## src/rtl/la_pkg.sv

```systemverilog
// Shared definitions for the logic-analyser capture and dump blocks.
package la_pkg;

    localparam int ENTRIES = 384;
    localparam int LOG2    = 9;
    localparam int NCH     = 5;
    localparam int CHW     = 3;

    typedef enum logic [2:0] {
        IDLE    = 3'd0,
        RD      = 3'd1,
        LATCH   = 3'd2,
        SEND    = 3'd3,
        WAIT_TX = 3'd4,
        DONE    = 3'd5
    } dump_state_t;

endpackage

```

## src/rtl/circ_addr_cnt.sv

```systemverilog
// Circular address counter over a non-power-of-two depth: load with range clamp,
// increment wrapping from ENTRIES-1 back to 0.
module circ_addr_cnt
    import la_pkg::*;
#(
    parameter int ENTRIES = la_pkg::ENTRIES,
    parameter int LOG2    = la_pkg::LOG2
) (
    input  logic            clk,
    input  logic            rst,
    input  logic            load,
    input  logic [LOG2-1:0] load_val,
    input  logic            inc,
    output logic [LOG2-1:0] cnt
);

    localparam logic [LOG2-1:0] LAST = LOG2'(ENTRIES - 1);
    localparam logic [LOG2-1:0] ZERO = {LOG2{1'b0}};
    localparam logic [LOG2-1:0] ONE  = {{(LOG2-1){1'b0}}, 1'b1};

    logic [LOG2-1:0] cnt_d;
    logic [LOG2-1:0] cnt_q;

    // Next pointer: an out-of-range start address restarts at 0.
    always_comb begin
        cnt_d = cnt_q;
        if (load) begin
            if (load_val > LAST) begin
                cnt_d = ZERO;
            end else begin
                cnt_d = load_val;
            end
        end else if (inc) begin
            if (cnt_q == LAST) begin
                cnt_d = ZERO;
            end else begin
                cnt_d = cnt_q + ONE;
            end
        end else begin
            cnt_d = cnt_q;
        end
    end

    // Pointer register.
    always_ff @(posedge clk) begin
        if (rst) begin
            cnt_q <= ZERO;
        end else begin
            cnt_q <= cnt_d;
        end
    end

    assign cnt = cnt_q;

endmodule

```

## src/rtl/ram_dump_cntrl.sv

```systemverilog
// Dumps one channel of the sample RAM to the UART, oldest sample first, while
// sharing the RAM address port with the capture writer (capture wins).
module ram_dump_cntrl
    import la_pkg::*;
#(
    parameter int ENTRIES = la_pkg::ENTRIES,
    parameter int LOG2    = la_pkg::LOG2,
    parameter int NCH     = la_pkg::NCH
) (
    input  logic            clk,
    input  logic            rst,
    input  logic            dump_start,
    input  logic [2:0]      dump_chan,
    input  logic [LOG2-1:0] cap_addr,
    input  logic            cap_we,
    input  logic [LOG2-1:0] cap_waddr,
    output logic [LOG2-1:0] ram_addr,
    output logic            ram_we,
    output logic            ram_re,
    input  logic [7:0]      ram_rdata,
    output logic [2:0]      ch_sel,
    output logic [7:0]      tx_data,
    output logic            trmt,
    input  logic            tx_done,
    output logic            dump_busy,
    output logic            dump_done,
    output logic            dump_err
);

    localparam logic [LOG2:0] LAST_BYTE = (LOG2+1)'(ENTRIES - 1);
    localparam logic [LOG2:0] CNT_ONE   = {{LOG2{1'b0}}, 1'b1};
    localparam logic [2:0]    NCH_C     = 3'(NCH);

    dump_state_t     state_q,    state_d;
    logic [2:0]      ch_sel_q,   ch_sel_d;
    logic [7:0]      tx_data_q,  tx_data_d;
    logic [LOG2:0]   byte_cnt_q, byte_cnt_d;
    logic            busy_q,     busy_d;
    logic            trmt_q,     trmt_d;
    logic            done_q,     done_d;
    logic            err_q,      err_d;
    logic            ptr_load_s;
    logic            ptr_inc_s;
    logic [LOG2-1:0] rd_ptr_s;

    circ_addr_cnt #(
        .ENTRIES (ENTRIES),
        .LOG2    (LOG2)
    ) u_rd_ptr (
        .clk      (clk),
        .rst      (rst),
        .load     (ptr_load_s),
        .load_val (cap_addr),
        .inc      (ptr_inc_s),
        .cnt      (rd_ptr_s)
    );

    // Next-state and next-output logic; pulses are staged so they appear registered.
    always_comb begin
        state_d    = state_q;
        ch_sel_d   = ch_sel_q;
        tx_data_d  = tx_data_q;
        byte_cnt_d = byte_cnt_q;
        busy_d     = busy_q;
        trmt_d     = 1'b0;
        done_d     = 1'b0;
        err_d      = dump_start && (state_q != IDLE);
        ptr_load_s = 1'b0;
        ptr_inc_s  = 1'b0;
        case (state_q)
            IDLE: begin
                if (dump_start) begin
                    if (dump_chan < NCH_C) begin
                        ch_sel_d   = dump_chan;
                        ptr_load_s = 1'b1;
                        byte_cnt_d = {(LOG2+1){1'b0}};
                        busy_d     = 1'b1;
                        state_d    = RD;
                    end else begin
                        err_d = 1'b1;
                    end
                end else begin
                    state_d = IDLE;
                end
            end
            RD: begin
                if (cap_we) begin
                    state_d = RD;
                end else begin
                    state_d = LATCH;
                end
            end
            LATCH: begin
                tx_data_d = ram_rdata;
                trmt_d    = 1'b1;
                state_d   = SEND;
            end
            SEND: begin
                state_d = WAIT_TX;
            end
            WAIT_TX: begin
                if (tx_done) begin
                    byte_cnt_d = byte_cnt_q + CNT_ONE;
                    if (byte_cnt_q == LAST_BYTE) begin
                        done_d  = 1'b1;
                        busy_d  = 1'b0;
                        state_d = DONE;
                    end else begin
                        ptr_inc_s = 1'b1;
                        state_d   = RD;
                    end
                end else begin
                    state_d = WAIT_TX;
                end
            end
            DONE: begin
                state_d = IDLE;
            end
            default: begin
                state_d = IDLE;
            end
        endcase
    end

    // State and output registers.
    always_ff @(posedge clk) begin
        if (rst) begin
            state_q    <= IDLE;
            ch_sel_q   <= 3'd0;
            tx_data_q  <= 8'd0;
            byte_cnt_q <= {(LOG2+1){1'b0}};
            busy_q     <= 1'b0;
            trmt_q     <= 1'b0;
            done_q     <= 1'b0;
            err_q      <= 1'b0;
        end else begin
            state_q    <= state_d;
            ch_sel_q   <= ch_sel_d;
            tx_data_q  <= tx_data_d;
            byte_cnt_q <= byte_cnt_d;
            busy_q     <= busy_d;
            trmt_q     <= trmt_d;
            done_q     <= done_d;
            err_q      <= err_d;
        end
    end

    // Capture must own the address port in the same cycle it writes.
    assign ram_addr  = cap_we ? cap_waddr : rd_ptr_s;
    assign ram_we    = cap_we;
    assign ram_re    = (state_q == RD) && !cap_we;
    assign ch_sel    = ch_sel_q;
    assign tx_data   = tx_data_q;
    assign trmt      = trmt_q;
    assign dump_busy = busy_q;
    assign dump_done = done_q;
    assign dump_err  = err_q;

endmodule

```

## config.mk

```make
export PLATFORM = sky130hd
export DESIGN_NAME = ram_dump_cntrl
export DESIGN_NICKNAME = d
export VERILOG_FILES = /design/src/rtl/la_pkg.sv /design/src/rtl/circ_addr_cnt.sv /design/src/rtl/ram_dump_cntrl.sv
export SDC_FILE = /design/constraint.sdc
export NUM_CORES = 1
export LEC_CHECK = 0
export CAP_MARGIN = 10
export CELL_PAD_IN_SITES_DETAIL_PLACEMENT = 0
export CELL_PAD_IN_SITES_GLOBAL_PLACEMENT = 1
export CORE_ASPECT_RATIO = 0.6
export CORE_MARGIN = 3
export CORE_UTILIZATION = 36
export CTS_CLUSTER_SIZE = 16
export DETAILED_ROUTE_END_ITERATION = 7
export GPL_TIMING_DRIVEN = 0
export PLACE_DENSITY_LB_ADDON = 0.1
export SLEW_MARGIN = 20
export SYNTH_ARGS = -nofsm -noshare
export SYNTH_HDL_FRONTEND = slang
export SYNTH_HIERARCHICAL = 1
export SYNTH_SLANG_ARGS = --single-unit
export TNS_END_PERCENT = 50
```

## constraint.sdc

```tcl
create_clock -name clk -period 5.6 [get_ports clk]
set_input_delay 0.84 -clock clk [delete_from_list [all_inputs] [get_ports clk]]
set_output_delay 0.84 -clock clk [all_outputs]
set_load 0.03 [all_outputs]
```

==> PnR_summary.wiki <==
{| class="wikitable"
! Metric !! Value
|-
| Power per standard cell area || 257 nW/um^2
|-
| CTS Buf Count || 5
|-
| Largest family of logic cells by synthesized area || simple AND/OR/NAND/NOR gates
|-
| Buffer count from post-CTS setup fixing || 0
|-
| Avg Inst Size Synth || 8.42 sq um
|-
| Pre-CTS setup slack || 1.73 ns
|-
| Setup tns final || 0 ns
|-
| Maximum net fanout on the critical path || 10
|-
| Cell mode on critical path || sky130_fd_sc_hd__clkdlybuf4s50_1
|-
| Period utilisation layout || 68.2%
|-
| Detailed-route wire length per cell || 15.0 um
|-
| Worst vdd rail ir drop || 0.000112 V
|-
| Total setup violations reported at the end of the flow || 0
|-
| Maximum frequency from static timing analysis || 262 MHz
|-
| Final worst slack || 1.78 ns
|-
| Crit path cell chain || clkdlybuf4s50_1 > clkbuf_1 > nor4b_1 > clkdlybuf4s50_1
|-
| Clock edge transition at the registers on the reported setup and hold paths || 0.08 ns
|-
| DRT iter0 DRCs || 122
|-
| R2R Setup Slk || 3.11 ns
|-
| CP max-delay cell || sky130_fd_sc_hd__clkdlybuf4s50_1
|-
| Total area of sequential cells || 741 sq um
|-
| First-pass GRT wire length || 8.69 mm
|-
| Transition at the pin with the smallest max-transition slack || 0.660 ns
|-
| Area taken by multi-input logic gates || 1070 sq um
|-
| Initial cell density of the core || 39.4%
|-
| Sort of element at the start of the critical path || input port
|-
| Remaining global-route overflow || 0
|-
| Core box area || 4830 sq um
|-
| Number of synthesized flops with an enable pin || 0
|-
| Half-perimeter wire length after detailed placement || 4.06 mm
|-
| Worst clock skew on the final layout || 0.00737 ns
|-
| Sinks on Clock Net || 37
|-
| Overall die height || 62.3 um
|-
| Number of storage elements in the synthesis netlist || 37
|-
| GRT Total Usage || 17.4%
|-
| Final-report hold violation count || 0
|-
| Post-Synth XOR/XNOR Area || 0.460%
|-
| Total number of placement rows || 19
|-
| Largest stage delay on the critical path || 0.78 ns
|-
| Unique masters post-synth || 45
|-
| Compound-Gate Fraction of Synth Area || 22.0%
|-
| Via count of the first global-routing pass || 1720
|-
| Final weighted congestion of routability-driven global placement || 0.900
|-
| Boundary Pins || 60
|-
| Predominant post-synthesis flop cell || sky130_fd_sc_hd__dfxtp_1
|-
| Antenna violations before repair || 0
|-
| Async SR Flop Fraction || 0%
|-
| Count of buffers inserted at the top-level ports || 58
|-
| Synthesized area || 1900 sq um
|-
| CP Class || input port to output pin
|-
| Hold Buf Count CTS || 0
|-
| Final worst path period need || 3.82 ns
|-
| Via count || 1870
|-
| DRT Wirelength || 5.33 mm
|-
| Clk Latency, worst-skew pair || 0.30 ns
|-
| Arrival time worst endpoint || 2.98 ns
|-
| Count of max-cap constraint violations || 0
|-
| Drt via density || 5.27
|-
| Share of synthesized area spent on multiplexers || 7.50%
|-
| Floorplan die width || 99.9 um
|-
| Share of final-layout standard cells stronger than drive strength 1 || 11.0%
|-
| Count of instances resized after the clock tree is built || 0
|-
| Clock Tree Root || sky130_fd_sc_hd__clkbuf_8
|-
| Sequential area share after synthesis || 38.9%
|-
| Result of the run || completed
|-
| Pins over their slew limit || 0
|-
| Full die area || 6220 sq um
|-
| Antenna-violating nets left || 0
|-
| Adder-cell area share of the yosys netlist || 1.31%
|-
| Maximum root-to-sink buffer count || 2
|-
| Synth Warn # || 6
|-
| Leading cell type in the layout, fill and taps excluded || sky130_fd_sc_hd__clkdlybuf4s50_1
|-
| Critical path data required time || 4.76 ns
|-
| Area Overhead vs Synth || 41.7%
|-
| Number of levels the H-tree was split into || 2
|-
| Number of fillers in the final layout || 439
|-
| Hold/Removal Path Class || register to register
|-
| Most frequent cells in the layout || sky130_fd_sc_hd__clkdlybuf4s50_1 (58), sky130_fd_sc_hd__dfxtp_1 (37), sky130_fd_sc_hd__nand2_1 (28), sky130_fd_sc_hd__a21oi_1 (28)
|-
| Number of iterations in the first detailed-routing pass || 4
|-
| Simple-gate share of the synthesized area || 24.8%
|-
| Antenna Diode Count || 0
|-
| Capturing element type of the critical path || output pin
|-
| Worst relative slew slack || 55.5%
|-
| Filler-free cell count of the finished design || 355
|-
| # placed instances || 347
|-
| Drc violations || 0
|-
| Leak pwr || 0.917 nW
|-
| Number of standard cells after synthesis || 226
|-
| Final-stage net count || 327
|-
| Post-Syn Nets || 262
|-
| Largest net degree at the start of global routing || 13
|-
| RSZ-0062 raised after global routing || no
|-
| TritonCTS clock tree || yes
|}
==> synthesized netlist by cell type, types with 3 or more instances <==
cell	n	area share, %
sky130_fd_sc_hd__buf_2	4	1.1
sky130_fd_sc_hd__inv_1	9	1.8
sky130_fd_sc_hd__a211oi_1	4	1.6
sky130_fd_sc_hd__a21oi_1	28	7.4
sky130_fd_sc_hd__nor2_1	12	2.4
sky130_fd_sc_hd__or4_1	5	2.0
sky130_fd_sc_hd__nand3_1	9	2.4
sky130_fd_sc_hd__a221oi_1	3	1.4
sky130_fd_sc_hd__clkbuf_1	4	0.79
sky130_fd_sc_hd__nand3b_1	6	2.4
sky130_fd_sc_hd__nor3_1	4	1.1
sky130_fd_sc_hd__o21ai_0	12	3.2
sky130_fd_sc_hd__mux2i_1	3	1.6
sky130_fd_sc_hd__nand2b_1	5	1.6
sky130_fd_sc_hd__nand2_1	28	5.5
sky130_fd_sc_hd__dfxtp_1	37	39
sky130_fd_sc_hd__mux2_2	10	5.9
sky130_fd_sc_hd__o31ai_1	6	2.4
==> power breakdown <==
group / leakage (nW) / internal (mW) / total, mW / switching [mW]
Clock: 0.0681 / 0.177 / 0.278 / 0.101
Sequential: 0.300 / 0.272 / 0.281 / 0.00831
Combinational: 0.549 / 0.0634 / 0.135 / 0.0714
Total: 0.917 / 0.513 / 0.694 / 0.181
==> sequential cells by signal (all words and copies together), names as in the netlist <==
| name | count |
|---|---|
| dump_done | 1 |
| dump_err | 1 |
| ch_sel | 3 |
| u_rd_ptr/cnt | 9 |
| dump_busy | 1 |
| tx_data | 8 |
| trmt | 1 |
| byte_cnt_q | 10 |
| state_q | 3 |
==> worst max-delay path, delay by kind of cell <==
kind | cells | cell delay [ns]
buf+inv | 3 | 1.57
simple gates | 1 | 0.57
==> through the flow <==
step	hold slack, ns	power (mW)	instance area (sq um)	util, %
after floorplan	0.452	0.361	1900	-
after global placement	0.442	0.421	2560	53.1
after detailed placement	0.448	0.421	2560	53.1
after CTS	0.458	0.699	2700	55.9
after global routing	0.474	0.721	2700	55.9
final	0.454	0.694	2700	55.9
==> metal layers <==
layer / global-route usage [%] / vias up / wire (um)
li1: - / 957 / -
met1: 27.3 / 831 / 2780
met2: 22.1 / 80 / 1910
met3: 6.26 / 2 / 612
met4: 3.07 / 0 / 27
met5: 0 / - / 0
==> layout make-up <==
cell class / count / area share [%]
clock buffers: 5 / 2.55
flip-flops and latches: 37 / 27.5
clock inverters: 3 / 2.41
repair buffers: 58 / 21.5
inverters: 9 / 1.25
well taps: 63 / 2.92
plain buffers: 12 / 2.27
multi-input cells: 168 / 39.6
==> path summary, 6_finish.rpt <==
path                      startpoint                            to  cells after the start
max reg2reg  state_q[0]$_SDFFE_PP0P_  u_rd_ptr/cnt[4]$_SDFFE_PP0P_                      9
min          tx_data[2]$_SDFFE_PP0P_       tx_data[2]$_SDFFE_PP0P_                      2
min reg2reg  tx_data[2]$_SDFFE_PP0P_       tx_data[2]$_SDFFE_PP0P_                      2
max                           cap_we                        ram_re                      4
==> cell families after synthesis <==
logic type / count (synthesis)
multiplexers: 13
XOR/XNOR: 1
AND/OR/NAND/NOR: 87
AO/OA/AOI/OAI: 65
adder cells (fa/ha/maj): 2
flip-flops: 37
buffers and inverters: 21
No activity file was read; power rests on OpenSTA's default activity.
